===== src/rtl/mem_access_ctrl.sv =====
// Data-memory access sequencer: lane steering, byte enables, load extension,
// misalignment detection and a wait-state handshake with timeout.
// Ports: clk/reset; req_* request from datapath; mem_* data-memory bus;
// busy (core stall), done (1-cycle pulse), rdata (load result), err.
module mem_access_ctrl #(
  parameter int TIMEOUT = 16,
  parameter int ADDR_W  = 32
) (
  input  logic              clk,
  input  logic              reset,
  input  logic              req_valid,
  input  logic              req_we,
  input  logic [1:0]        req_size,
  input  logic              req_unsigned,
  input  logic [ADDR_W-1:0] req_addr,
  input  logic [31:0]       req_wdata,
  output logic              mem_req,
  output logic              mem_we,
  output logic [ADDR_W-1:0] mem_addr,
  output logic [3:0]        mem_be,
  output logic [31:0]       mem_wdata,
  input  logic              mem_ack,
  input  logic [31:0]       mem_rdata,
  output logic              busy,
  output logic              done,
  output logic [31:0]       rdata,
  output logic              err
);

  localparam int CW = $clog2(TIMEOUT + 1);

  typedef enum logic [1:0] {
    IDLE   = 2'd0,
    ACCESS = 2'd1,
    DONE   = 2'd2
  } state_e;

  state_e              state_q, state_d;
  logic                we_q, we_d;
  logic [1:0]          size_q, size_d;
  logic                uns_q, uns_d;
  logic [ADDR_W-1:0]   addr_q, addr_d;
  logic [3:0]          be_q, be_d;
  logic [31:0]         wdata_q, wdata_d;
  logic [31:0]         rdata_q, rdata_d;
  logic                err_q, err_d;
  logic [CW-1:0]       cnt_q, cnt_d;

  // Request decode (IDLE side)
  logic        req_mis;
  logic [3:0]  req_be;
  logic [31:0] req_wrep;

  always_comb begin
    req_mis  = 1'b0;
    req_be   = 4'b0000;
    req_wrep = req_wdata;
    case (req_size)
      2'b00: begin
        req_be   = 4'b0001 << req_addr[1:0];
        req_wrep = {4{req_wdata[7:0]}};
      end
      2'b01: begin
        req_mis  = req_addr[0];
        req_be   = req_addr[1] ? 4'b1100 : 4'b0011;
        req_wrep = {2{req_wdata[15:0]}};
      end
      2'b10: begin
        req_mis  = |req_addr[1:0];
        req_be   = 4'b1111;
      end
      default: req_mis = 1'b1;
    endcase
  end

  // Load extraction from the captured address/size
  logic [7:0]  ld_b;
  logic [15:0] ld_h;
  logic [31:0] ld_data;

  always_comb begin
    ld_b    = mem_rdata[{addr_q[1:0], 3'b000} +: 8];
    ld_h    = addr_q[1] ? mem_rdata[31:16] : mem_rdata[15:0];
    ld_data = mem_rdata;
    case (size_q)
      2'b00:   ld_data = {{24{ld_b[7] & ~uns_q}}, ld_b};
      2'b01:   ld_data = {{16{ld_h[15] & ~uns_q}}, ld_h};
      default: ld_data = mem_rdata;
    endcase
  end

  always_comb begin
    state_d = state_q;
    we_d    = we_q;
    size_d  = size_q;
    uns_d   = uns_q;
    addr_d  = addr_q;
    be_d    = be_q;
    wdata_d = wdata_q;
    rdata_d = rdata_q;
    err_d   = err_q;
    cnt_d   = cnt_q;
    case (state_q)
      IDLE: begin
        if (req_valid) begin
          we_d    = req_we;
          size_d  = req_size;
          uns_d   = req_unsigned;
          addr_d  = req_addr;
          be_d    = req_be;
          wdata_d = req_wrep;
          err_d   = req_mis;
          cnt_d   = '0;
          state_d = req_mis ? DONE : ACCESS;
        end
      end
      ACCESS: begin
        if (mem_ack) begin
          err_d   = 1'b0;
          state_d = DONE;
          if (!we_q) rdata_d = ld_data;
        end else if (cnt_q == CW'(TIMEOUT - 1)) begin
          // last allowed wait cycle has elapsed without ack
          err_d   = 1'b1;
          state_d = DONE;
        end else begin
          cnt_d = cnt_q + 1'b1;
        end
      end
      DONE:    state_d = IDLE;
      default: state_d = IDLE;
    endcase
  end

  always_ff @(posedge clk) begin
    if (reset) begin
      state_q <= IDLE;
      we_q    <= 1'b0;
      size_q  <= 2'b00;
      uns_q   <= 1'b0;
      addr_q  <= '0;
      be_q    <= 4'b0000;
      wdata_q <= 32'h0;
      rdata_q <= 32'h0;
      err_q   <= 1'b0;
      cnt_q   <= '0;
    end else begin
      state_q <= state_d;
      we_q    <= we_d;
      size_q  <= size_d;
      uns_q   <= uns_d;
      addr_q  <= addr_d;
      be_q    <= be_d;
      wdata_q <= wdata_d;
      rdata_q <= rdata_d;
      err_q   <= err_d;
      cnt_q   <= cnt_d;
    end
  end

  assign mem_req   = (state_q == ACCESS);
  assign mem_we    = mem_req & we_q;
  assign mem_addr  = {addr_q[ADDR_W-1:2], 2'b00};
  assign mem_be    = be_q;
  assign mem_wdata = wdata_q;
  assign busy      = (state_q != IDLE);
  assign done      = (state_q == DONE);
  assign err       = done & err_q;
  assign rdata     = rdata_q;

endmodule


===== config.mk =====
export PLATFORM = sky130hd
export DESIGN_NAME = mem_access_ctrl
export DESIGN_NICKNAME = d
export VERILOG_FILES = /design/src/rtl/mem_access_ctrl.sv
export SDC_FILE = /design/constraint.sdc
export NUM_CORES = 1
export LEC_CHECK = 0
export BUFFER_PORTS_ARGS = -buffer_cell sky130_fd_sc_hd__buf_2
export CORE_MARGIN = 10
export CORE_UTILIZATION = 35
export DETAILED_ROUTE_END_ITERATION = 6
export HOLD_SLACK_MARGIN = 0.05
export RECOVER_POWER = 25
export SYNTH_ARGS = -nofsm -noshare
export SYNTH_HDL_FRONTEND = slang
export SYNTH_SLANG_ARGS = --single-unit
export TNS_END_PERCENT = 20

===== constraint.sdc =====
create_clock -name clk -period 1.9 [get_ports clk]
set_input_delay 0.38 -clock clk [delete_from_list [all_inputs] [get_ports clk]]
set_output_delay 0.38 -clock clk [all_outputs]
set_load 0.01 [all_outputs]

Yosys cells after proc, flatten, opt, wreduce, memory -nomap -nowiden:

Cells that the tools add are included.

* output and inout bits: 105
* flip-flop bits (word level): 112
* logic and storage cells: 59

* multiplexer cells: 19
* equality and inequality tests: 10
* bitwise logic cells: 6
* add/sub/neg operators: 1
* shifts and indexed selects: 2
* reductions and logical operators: 11

Operators with widths (number)
* 32-bit one-hot mux with 2 select lines: 2
* 32-bit by 6-bit variable part select with 8-bit output: 1
* 16-bit two-way mux: 1
* 5-bit two-way mux: 3
* 4-bit one-hot mux with 3 select lines: 1
* 5-bit one-hot mux with 2 select lines: 1
* 2-bit two-way mux: 4
* 2-bit by 1-bit == test with 1-bit output (second input constant): 3
* 2-bit zero test: 3
* 2-bit != test (second input constant): 3
* 3-bit AND reduction: 2
* 5-bit by 1-bit adder with 5-bit output (second input constant): 1
* 5-bit by 4-bit == test with 1-bit output (second input constant): 1
* 1-bit bitwise AND: 4
* 2-bit == test (second input constant): 2
* 4-bit two-way mux: 1
* 2-bit one-hot mux with 2 select lines: 1
* 2-bit AND reduction: 2
* 4-bit AND reduction: 1
* 2-bit nonzero test: 2
* 1-bit by 2-bit << shifter with 4-bit output (first input constant): 1
* 1-bit two-way mux: 3
* 3-bit by 1-bit != test with 1-bit output (second input constant): 1
* 1-bit one-hot mux with 3 select lines: 1
* 3 further kinds: 4

Longest topological paths before layout:

Gate-level depths: netlist of the first run.

* word-level depth: 5
* mapped depth: 7

Least setup slack after synthesis of the first run:

OpenSTA, ideal clock, no wires.

* kind: register to register
* from: reg cnt_q[0]
* to: reg cnt_q[3]
* data required time: 1.822 ns
* arrival time: 1.674 ns
* buffers on the path: 0
* slack: 0.148 ns
* cell stages (with the launch flop): 8
* setup time: 0.078 ns
* path through: dfxtp_1 ha_1 and3_1 ha_1 nor4b_4 nand4_1 xor2_1 nor3_1

* word-level cells in the longest chain between the ends: 4
* elaborated cells on any way between the ends: 7
* classes of those cells: add/sub: 1; eq/ne: 2; mux: 3; reduce/logical: 1

Ends and longest elaborated chain
* from (decl): line 47 `logic [CW-1:0] cnt_q, cnt_d;`
* from (signal assigned): line 157 `cnt_q <= cnt_d;`
* 5-bit by 1-bit adder with 5-bit output: line 127 `cnt_d = cnt_q + 1'b1;`
* 5-bit two-way mux: line 122 `end else if (cnt_q == CW'(TIMEOUT - 1)) begin`
* 5-bit two-way mux: line 118 `if (mem_ack) begin`
* 5-bit one-hot mux with 2 select lines: line 103 `case (state_q)`

Parallel ways exist; a longest one is shown, timed or not. The select of a mux whose other input is x is not followed.
A chain may end at the register's enable or synchronous reset.

Worst setup path after layout of the first run:

Same ends and word-level chain as after synthesis.

==> results of run 1 <==
[final cells by class]
type	instances	area, um^2	share of cell area
antenna	1	2.50	0.000381
clock buffer	10	239	0.0364
clock inverter	6	51.3	0.00782
inverter	3	11.3	0.00172
multi-input combinational	427	2490	0.380
sequential	112	2250	0.342
tap	184	230	0.0351
timing repair buffer	239	1290	0.197
[logic make-up (layout without fill, tap and decap cells)]
| kind of cell | after synthesis | in the layout |
|---|---|---|
| compound gates | 148 | 148 |
| xor+xnor | 2 | 2 |
| fa+ha+maj | 2 | 2 |
| buf+inv | 83 | 258 |
| flops | 112 | 112 |
| mux | 41 | 41 |
| other cells | 1 | 3 |
| simple gates | 232 | 232 |
[synth_stat cells (2+ instances only)]
cell type and count:
sky130_fd_sc_hd__o21ai_0 27, sky130_fd_sc_hd__inv_1 3, sky130_fd_sc_hd__buf_4 35, sky130_fd_sc_hd__nor3_1 2, sky130_fd_sc_hd__dfxtp_1 112, sky130_fd_sc_hd__ha_1 2
sky130_fd_sc_hd__mux4_2 7, sky130_fd_sc_hd__a311oi_1 10, sky130_fd_sc_hd__mux2i_1 27, sky130_fd_sc_hd__clkbuf_1 25, sky130_fd_sc_hd__nand2_1 148, sky130_fd_sc_hd__buf_2 17
sky130_fd_sc_hd__nand3b_1 7, sky130_fd_sc_hd__buf_1 2, sky130_fd_sc_hd__a211oi_1 40, sky130_fd_sc_hd__o21ai_1 2, sky130_fd_sc_hd__or2_2 2, sky130_fd_sc_hd__a21oi_1 58
sky130_fd_sc_hd__nor2b_1 5, sky130_fd_sc_hd__xor2_1 2, sky130_fd_sc_hd__nand2b_1 6, sky130_fd_sc_hd__a22oi_1 4, sky130_fd_sc_hd__and2_1 2, sky130_fd_sc_hd__nor2_1 53
sky130_fd_sc_hd__mux2_2 7
[worst max-delay path, delay by kind of cell (launching register included)]
family / cells / cell delay [ns]
xor gates and xnor gates: 1 / 0.18
adders and majority gates: 2 / 0.35
DFF: 1 / 0.34
and+or+nand+nor: 4 / 0.82
[where the power goes]
group          switching, mW  total, mW  internal [mW]
registers             0.0828       2.58           2.50
clock network          0.951       1.90          0.947
logic                  0.585       1.02          0.435
total                   1.62       5.50           3.88
[stage by stage]
step / setup slack, ns / hold slack (ns)
finish: 0.113 / 0.247
global route: -0.0367 / 0.242
CTS: 0.00769 / 0.225
detailed placement: 0.0302 / 0.443
global placement: 0.0568 / 0.438
floorplan: 0.148 / 0.436
[layer usage]
layer | part of all wire | vias to the layer above
met5 | 0.0017 | -
met4 | 0.015 | 4
met3 | 0.090 | 20
met2 | 0.48 | 137
met1 | 0.42 | 2177
li1 | - | 2431
[placed cells by master, fill, tap and decap left out, types with 6 or more instances in the layout]
cell	n
sky130_fd_sc_hd__nand2b_1	6
sky130_fd_sc_hd__nor2_1	53
sky130_fd_sc_hd__a21oi_1	58
sky130_fd_sc_hd__o21ai_0	27
sky130_fd_sc_hd__clkbuf_16	9
sky130_fd_sc_hd__buf_4	28
sky130_fd_sc_hd__nand3b_1	7
sky130_fd_sc_hd__a311oi_1	10
sky130_fd_sc_hd__mux2i_1	27
sky130_fd_sc_hd__a211oi_1	40
sky130_fd_sc_hd__nand2_1	148
sky130_fd_sc_hd__dfxtp_1	108
sky130_fd_sc_hd__mux2_2	7
sky130_fd_sc_hd__mux4_2	7
sky130_fd_sc_hd__buf_2	152
sky130_fd_sc_hd__clkbuf_1	53
sky130_fd_sc_hd__buf_12	6
[how the worst max path moves through the flow]
| stage | start | to | slack (ns) | cells after the start |
|---|---|---|---|---|
| 2_1_floorplan | cnt_q[0] | cnt_q[3] | 0.15 | 7 |
| 3_3_place_gp | cnt_q[0] | cnt_q[3] | 0.06 | 7 |
| 3_5_place_dp | cnt_q[0] | cnt_q[3] | 0.03 | 7 |
| 4_1_cts | cnt_q[0] | cnt_q[3] | 0.008 | 7 |
| 5_1_grt | cnt_q[0] | cnt_q[3] | -0.04 | 7 |
| 6_report | cnt_q[0] | cnt_q[3] | 0.11 | 7 |
[sequential cells by signal, indices dropped and copies added, names as in the netlist]
name,count
state_q,2
size_q,2
rdata,32
err_q,1
we_q,1
addr_q,32
mem_wdata,32
uns_q,1
cnt_q,5
mem_be,4
[what timing repair did]
action	CTS	global route
gates cloned	0	0
pin swaps	1	4
endpoints found under the setup margin	1	7
buffers inserted	1	3
gates resized for setup	0	9
==> impl_metrics.py, run 1 <==
metrics = {
    "logic_synthesis": {
        "adder_and_majority_cell_fraction_of_the_synthesized_area": 0.00484,
        "ys_seq_elements": 112,
        "synth_xor_xnor_area_share": 0.00339,
        "ys_top_cells_by_area": "sky130_fd_sc_hd__dfxtp_1 43%, sky130_fd_sc_hd__nand2_1 11%, sky130_fd_sc_hd__a211oi_1 5.8%, sky130_fd_sc_hd__a21oi_1 5.6%, sky130_fd_sc_hd__mux2i_1 5.2%",
        "cell_area_after_synthesis_um2": 5170,
        "synth-edff-count": 0,
        "synth_top_area_cell": "sky130_fd_sc_hd__dfxtp_1",
        "post_synth.cell_area_avg_um2": 8.33,
        "synthMuxAreaShare": 0.0979,
        "synthFlopType": "sky130_fd_sc_hd__dfxtp_1",
        "synthArstFlopShare": 0,
        "number_of_instances_in_the_synthesized_netlist": 621,
        "synth-warning-count": 0,
        "simple_gate_share_of_the_synthesized_area": 0.191,
        "main_combinational_cell_family_by_area_after_synthesis": "simple AND/OR/NAND/NOR gates",
        "synth-compound-area-share": 0.178,
        "yosys.cell_types.count": 41,
        "ys_seq_area_frac": 0.433,
        "share_of_the_synthesized_area_in_the_top_cell_type": 0.433,
    },
    "detailed_routing": {
        "detail_route.drc_violations": 0,
        "routed-via-count": 4769,
        "drt-total-wl_um": 16200,
        "avgRoutedWirePerCell_um": 16.5,
        "drt-initial-drc-count": 254,
        "final_antenna_net_count": 0,
        "dr.pass1.iters": 4,
        "drt-vias-per-instance": 4.86,
    },
    "global_routing": {
        "grt_use_met2": 0.255,
        "grt-ovfl-total": 0,
        "gr-max-usage-layer": "met2",
        "grt_antenna_before_repair": 3,
        "via_count_of_the_first_global_routing_pass": 4766,
        "grt_first_pass_wirelength_um": 25800,
        "grt_util_all_layers": 0.158,
        "grt_max_degree": 59,
        "use_met3": 0.0648,
        "use_met1": 0.189,
    },
    "clock_tree": {
        "insertion_delay_ns": 0.36,
        "numClockSinks": 112,
        "tritoncts": "done",
        "cts.hold.buffers_added": 0,
        "clock_tree.htree_level_count": 3,
        "clk_pin_slew_worst_paths_ns": 0.08,
        "numCtsBuffers": 9,
        "clk_path_buf_depth": 2,
        "clock-root-buffer": "sky130_fd_sc_hd__clkbuf_16",
    },
    "worst_setup_path": {
        "cpMaxStageDelayCell": "sky130_fd_sc_hd__dfxtp_2",
        "worstSetupPathType": "reg2reg",
        "reg2reg_to": "cnt_q[3]",
        "critical_path.endpoint_type": "flip-flop",
        "rrSetupSlack_ns": 0.11,
        "worstPathMaxFanout": 4,
        "timing.critical_path.from_type": "flip-flop",
        "critical_path.max_stage_delay_ns": 0.34,
        "critical_path_arrival_ns": 2.06,
        "critical_path.cell_chain": "ha_2 -> and3_4 -> ha_4 -> nor4b_4 -> nand4_1 -> xor2_1 -> nor3_1",
        "timing.rr.start": "cnt_q[0]",
        "timing.reg2reg.worst_path_depth": 7,
        "crit_required_ns": 2.18,
    },
    "placement": {
        "placedInstanceArea_um2": 6280,
        "numPlacedInstances": 961,
        "hpwlAfterDp_um": 12200,
        "placement.io_buffers": 206,
        "finalWeightedCongestion": 0.860,
    },
    "timing": {
        "report.final.hold_viol_count": 0,
        "finalClockSkew_ns": 0.00546,
        "grt_setup_unrepaired": "true",
        "finalSetupViolations": 0,
        "slew_violations": 0,
        "setup-tns-final_ns": 0,
        "post-route-min-period_ns": 1.79,
        "max_clock_freq_ghz": 0.560,
        "fin_crit_sh": 0.941,
    },
    "finish": {
        "drive_gt1_frac": 0.292,
        "finish.instance_area_um2": 6560,
        "final_core_util": 0.452,
        "layout_fillers": 1533,
        "num-nets-final": 898,
        "syn2layout_area_growth_pct": 26.9,
        "finish.cell_count_without_fillers": 982,
    },
    "pwr": {
        "p_leak_nw": 2.70,
        "report.power.total_mw": 5.50,
        "worst_ir_drop_vdd_uv": 530,
        "powerDensity_nw_per_um2": 838,
    },
    "run_status": {
        "status": "finished clean",
    },
    "min_path": {
        "endpoint_worst_hold": "addr_q[5]",
        "hold_path.class": "in2reg",
        "hold_path.startpoint": "req_addr[5]",
        "hold_depth": 3,
    },
    "floorplan": {
        "row_count": 44,
        "floorplan.die.height_um": 142,
        "core-area_um2": 14500,
        "dieWidth_um": 142,
        "start_util": 0.356,
        "floorplan.die_area_um2": 20000,
        "io_pins": 209,
    },
    "flow_run": {
        "maxCapViolations": 0,
    },
}
No activity file was read; power rests on OpenSTA's default activity.
==> inputs of run 2 (changes only) <==
==> constraint.sdc (replaced) <==
create_clock -name clk -period 1.9 [get_ports clk]
set_input_delay 0.19 -clock clk [delete_from_list [all_inputs] [get_ports clk]]
set_output_delay 0.19 -clock clk [all_outputs]
set_load 0.01 [all_outputs]
==> impl_metrics.py, run 2 (synthesized netlist as in run 1, its figures left out) <==
metrics = {
    "run_status": {
        "status": "finished clean",
    },
    "floorplan": {
        "start_util": 0.356,
        "io_pins": 209,
        "core-area_um2": 14500,
        "dieWidth_um": 142,
        "floorplan.die.height_um": 142,
        "floorplan.die_area_um2": 20000,
        "row_count": 44,
    },
    "finish": {
        "drive_gt1_frac": 0.281,
        "commonest_non_fill_non_tap_cell_in_the_layout": "sky130_fd_sc_hd__buf_2",
        "syn2layout_area_growth_pct": 26.3,
        "layout_fillers": 1555,
        "highest_count_cells_in_the_layout_ignoring_fill_and_taps": "152 x sky130_fd_sc_hd__buf_2, 148 x sky130_fd_sc_hd__nand2_1, 111 x sky130_fd_sc_hd__dfxtp_1, 58 x sky130_fd_sc_hd__a21oi_1, 53 x sky130_fd_sc_hd__clkbuf_1",
        "seqCellArea_um2": 2240,
        "num-nets-final": 895,
        "area_of_the_multi_input_gates_um2": 2490,
    },
    "detailed_routing": {
        "drt-vias-per-instance": 4.85,
        "drt-initial-drc-count": 243,
        "avgRoutedWirePerCell_um": 16.4,
        "routed-via-count": 4755,
        "dr.pass1.iters": 4,
        "drt-total-wl_um": 16100,
        "detail_route.drc_violations": 0,
        "final_antenna_net_count": 0,
    },
    "clock_tree": {
        "clock-root-buffer": "sky130_fd_sc_hd__clkbuf_16",
        "clk_path_buf_depth": 2,
        "insertion_delay_ns": 0.36,
        "numClockSinks": 112,
        "clk_pin_slew_worst_paths_ns": 0.08,
        "tritoncts": "done",
        "numCtsBuffers": 9,
        "clock_tree.htree_level_count": 3,
    },
    "placement": {
        "detailedPlace.worstSlack_ns": 0.0388,
        "finalWeightedCongestion": 0.838,
        "placement.io_buffers": 206,
        "hpwlAfterDp_um": 12200,
    },
    "timing": {
        "tightestPinTransition_ns": 0.608,
        "maxSlewHeadroom": 0.595,
        "slew_violations": 0,
        "finalSetupViolations": 0,
        "report.final.hold_viol_count": 0,
        "finalHoldWorstSlack_ns": 0.0600,
        "fin_crit_sh": 0.934,
        "post-route-min-period_ns": 1.77,
        "finalClockSkew_ns": 0.00891,
        "max_clock_freq_ghz": 0.563,
        "final_critical_path_setup_slack_ns": 0.125,
        "setup-tns-final_ns": 0,
    },
    "pwr": {
        "report.power.total_mw": 5.49,
        "p_leak_nw": 2.68,
        "worst_ir_drop_vdd_uv": 562,
        "powerDensity_nw_per_um2": 840,
    },
    "min_path": {
        "hold_depth": 3,
        "hold_path.class": "in2reg",
        "hold_path.startpoint": "req_addr[29]",
        "endpoint_worst_hold": "addr_q[29]",
    },
    "global_routing": {
        "grt_first_pass_wirelength_um": 24900,
        "use_met3": 0.0544,
        "grt_antenna_before_repair": 3,
        "gr-max-usage-layer": "met2",
        "grt_util_all_layers": 0.153,
        "grt_use_met2": 0.242,
        "use_met1": 0.187,
        "grt_max_degree": 59,
        "grt-ovfl-total": 0,
        "via_count_of_the_first_global_routing_pass": 4491,
    },
    "worst_setup_path": {
        "critical_path.endpoint_type": "flip-flop",
        "critical_path_arrival_ns": 2.01,
        "crit_required_ns": 2.13,
        "timing.rr.start": "cnt_q[0]",
        "timing.critical_path.from_type": "flip-flop",
        "timing.reg2reg.worst_path_depth": 8,
        "rrSetupSlack_ns": 0.13,
        "worstPathMaxFanout": 4,
        "worstSetupPathType": "reg2reg",
        "reg2reg_to": "cnt_q[1]",
    },
    "flow_run": {
        "maxCapViolations": 0,
    },
}
[run 2: worst max-delay path by stage]
stage	startpoint	to	slack, ns	cells past startpoint
after floorplan	cnt_q[0]	cnt_q[3]	0.15	7
after global routing	cnt_q[0]	cnt_q[1]	-0.009	8
after global placement	cnt_q[0]	cnt_q[3]	0.07	7
after CTS	cnt_q[0]	cnt_q[3]	0.02	7
after detailed placement	cnt_q[0]	cnt_q[3]	0.04	7
final	cnt_q[0]	cnt_q[1]	0.13	8
[run 2: final cells by class]
class	instances	share of cell area
well taps	184	0.0352
multi-input cells	427	0.382
repair buffers	236	0.194
diodes	2	0.000766
flip-flops and latches	112	0.343
clock buffers	9	0.0345
inverters	3	0.00172
clock inverters	7	0.00919
[run 2: critical path, cell delays in order, from the launching register on]
cell and delay (ns):
sky130_fd_sc_hd__dfxtp_2 0.34, sky130_fd_sc_hd__ha_2 0.18, sky130_fd_sc_hd__and3_4 0.18, sky130_fd_sc_hd__ha_4 0.16, sky130_fd_sc_hd__nor4b_4 0.35, sky130_fd_sc_hd__buf_4 0.18, sky130_fd_sc_hd__nor2_2 0.04, sky130_fd_sc_hd__a22oi_1 0.16
sky130_fd_sc_hd__nor2_1 0.06
[run 2: repair_timing]
item | in CTS | in global routing
hold buffers | 4 | 0
hold endpoints to repair | 4 | 0
gates resized for setup | 0 | 6
setup endpoints to repair | 0 | 5
setup buffers | 0 | 2
[run 2: power breakdown]
part / switching (mW) / internal [mW] / total, mW
registers: 0.0844 / 2.50 / 2.58
clock network: 0.973 / 0.921 / 1.89
logic: 0.579 / 0.430 / 1.01
[run 2: routing by layer]
metal	up-vias	wire length (um)
met5	-	13
met4	2	318
met3	18	1270
met2	138	7630
met1	2166	6840
li1	2431	-
[run 2: through the flow]
stage               std cells  cell area (um^2)   util
detailed placement        956              6230  0.429
floorplan                 622              5180      -
CTS                       976              6560  0.451
global placement          956              6230  0.429
finish                    980              6530  0.449
global route              980              6530  0.449
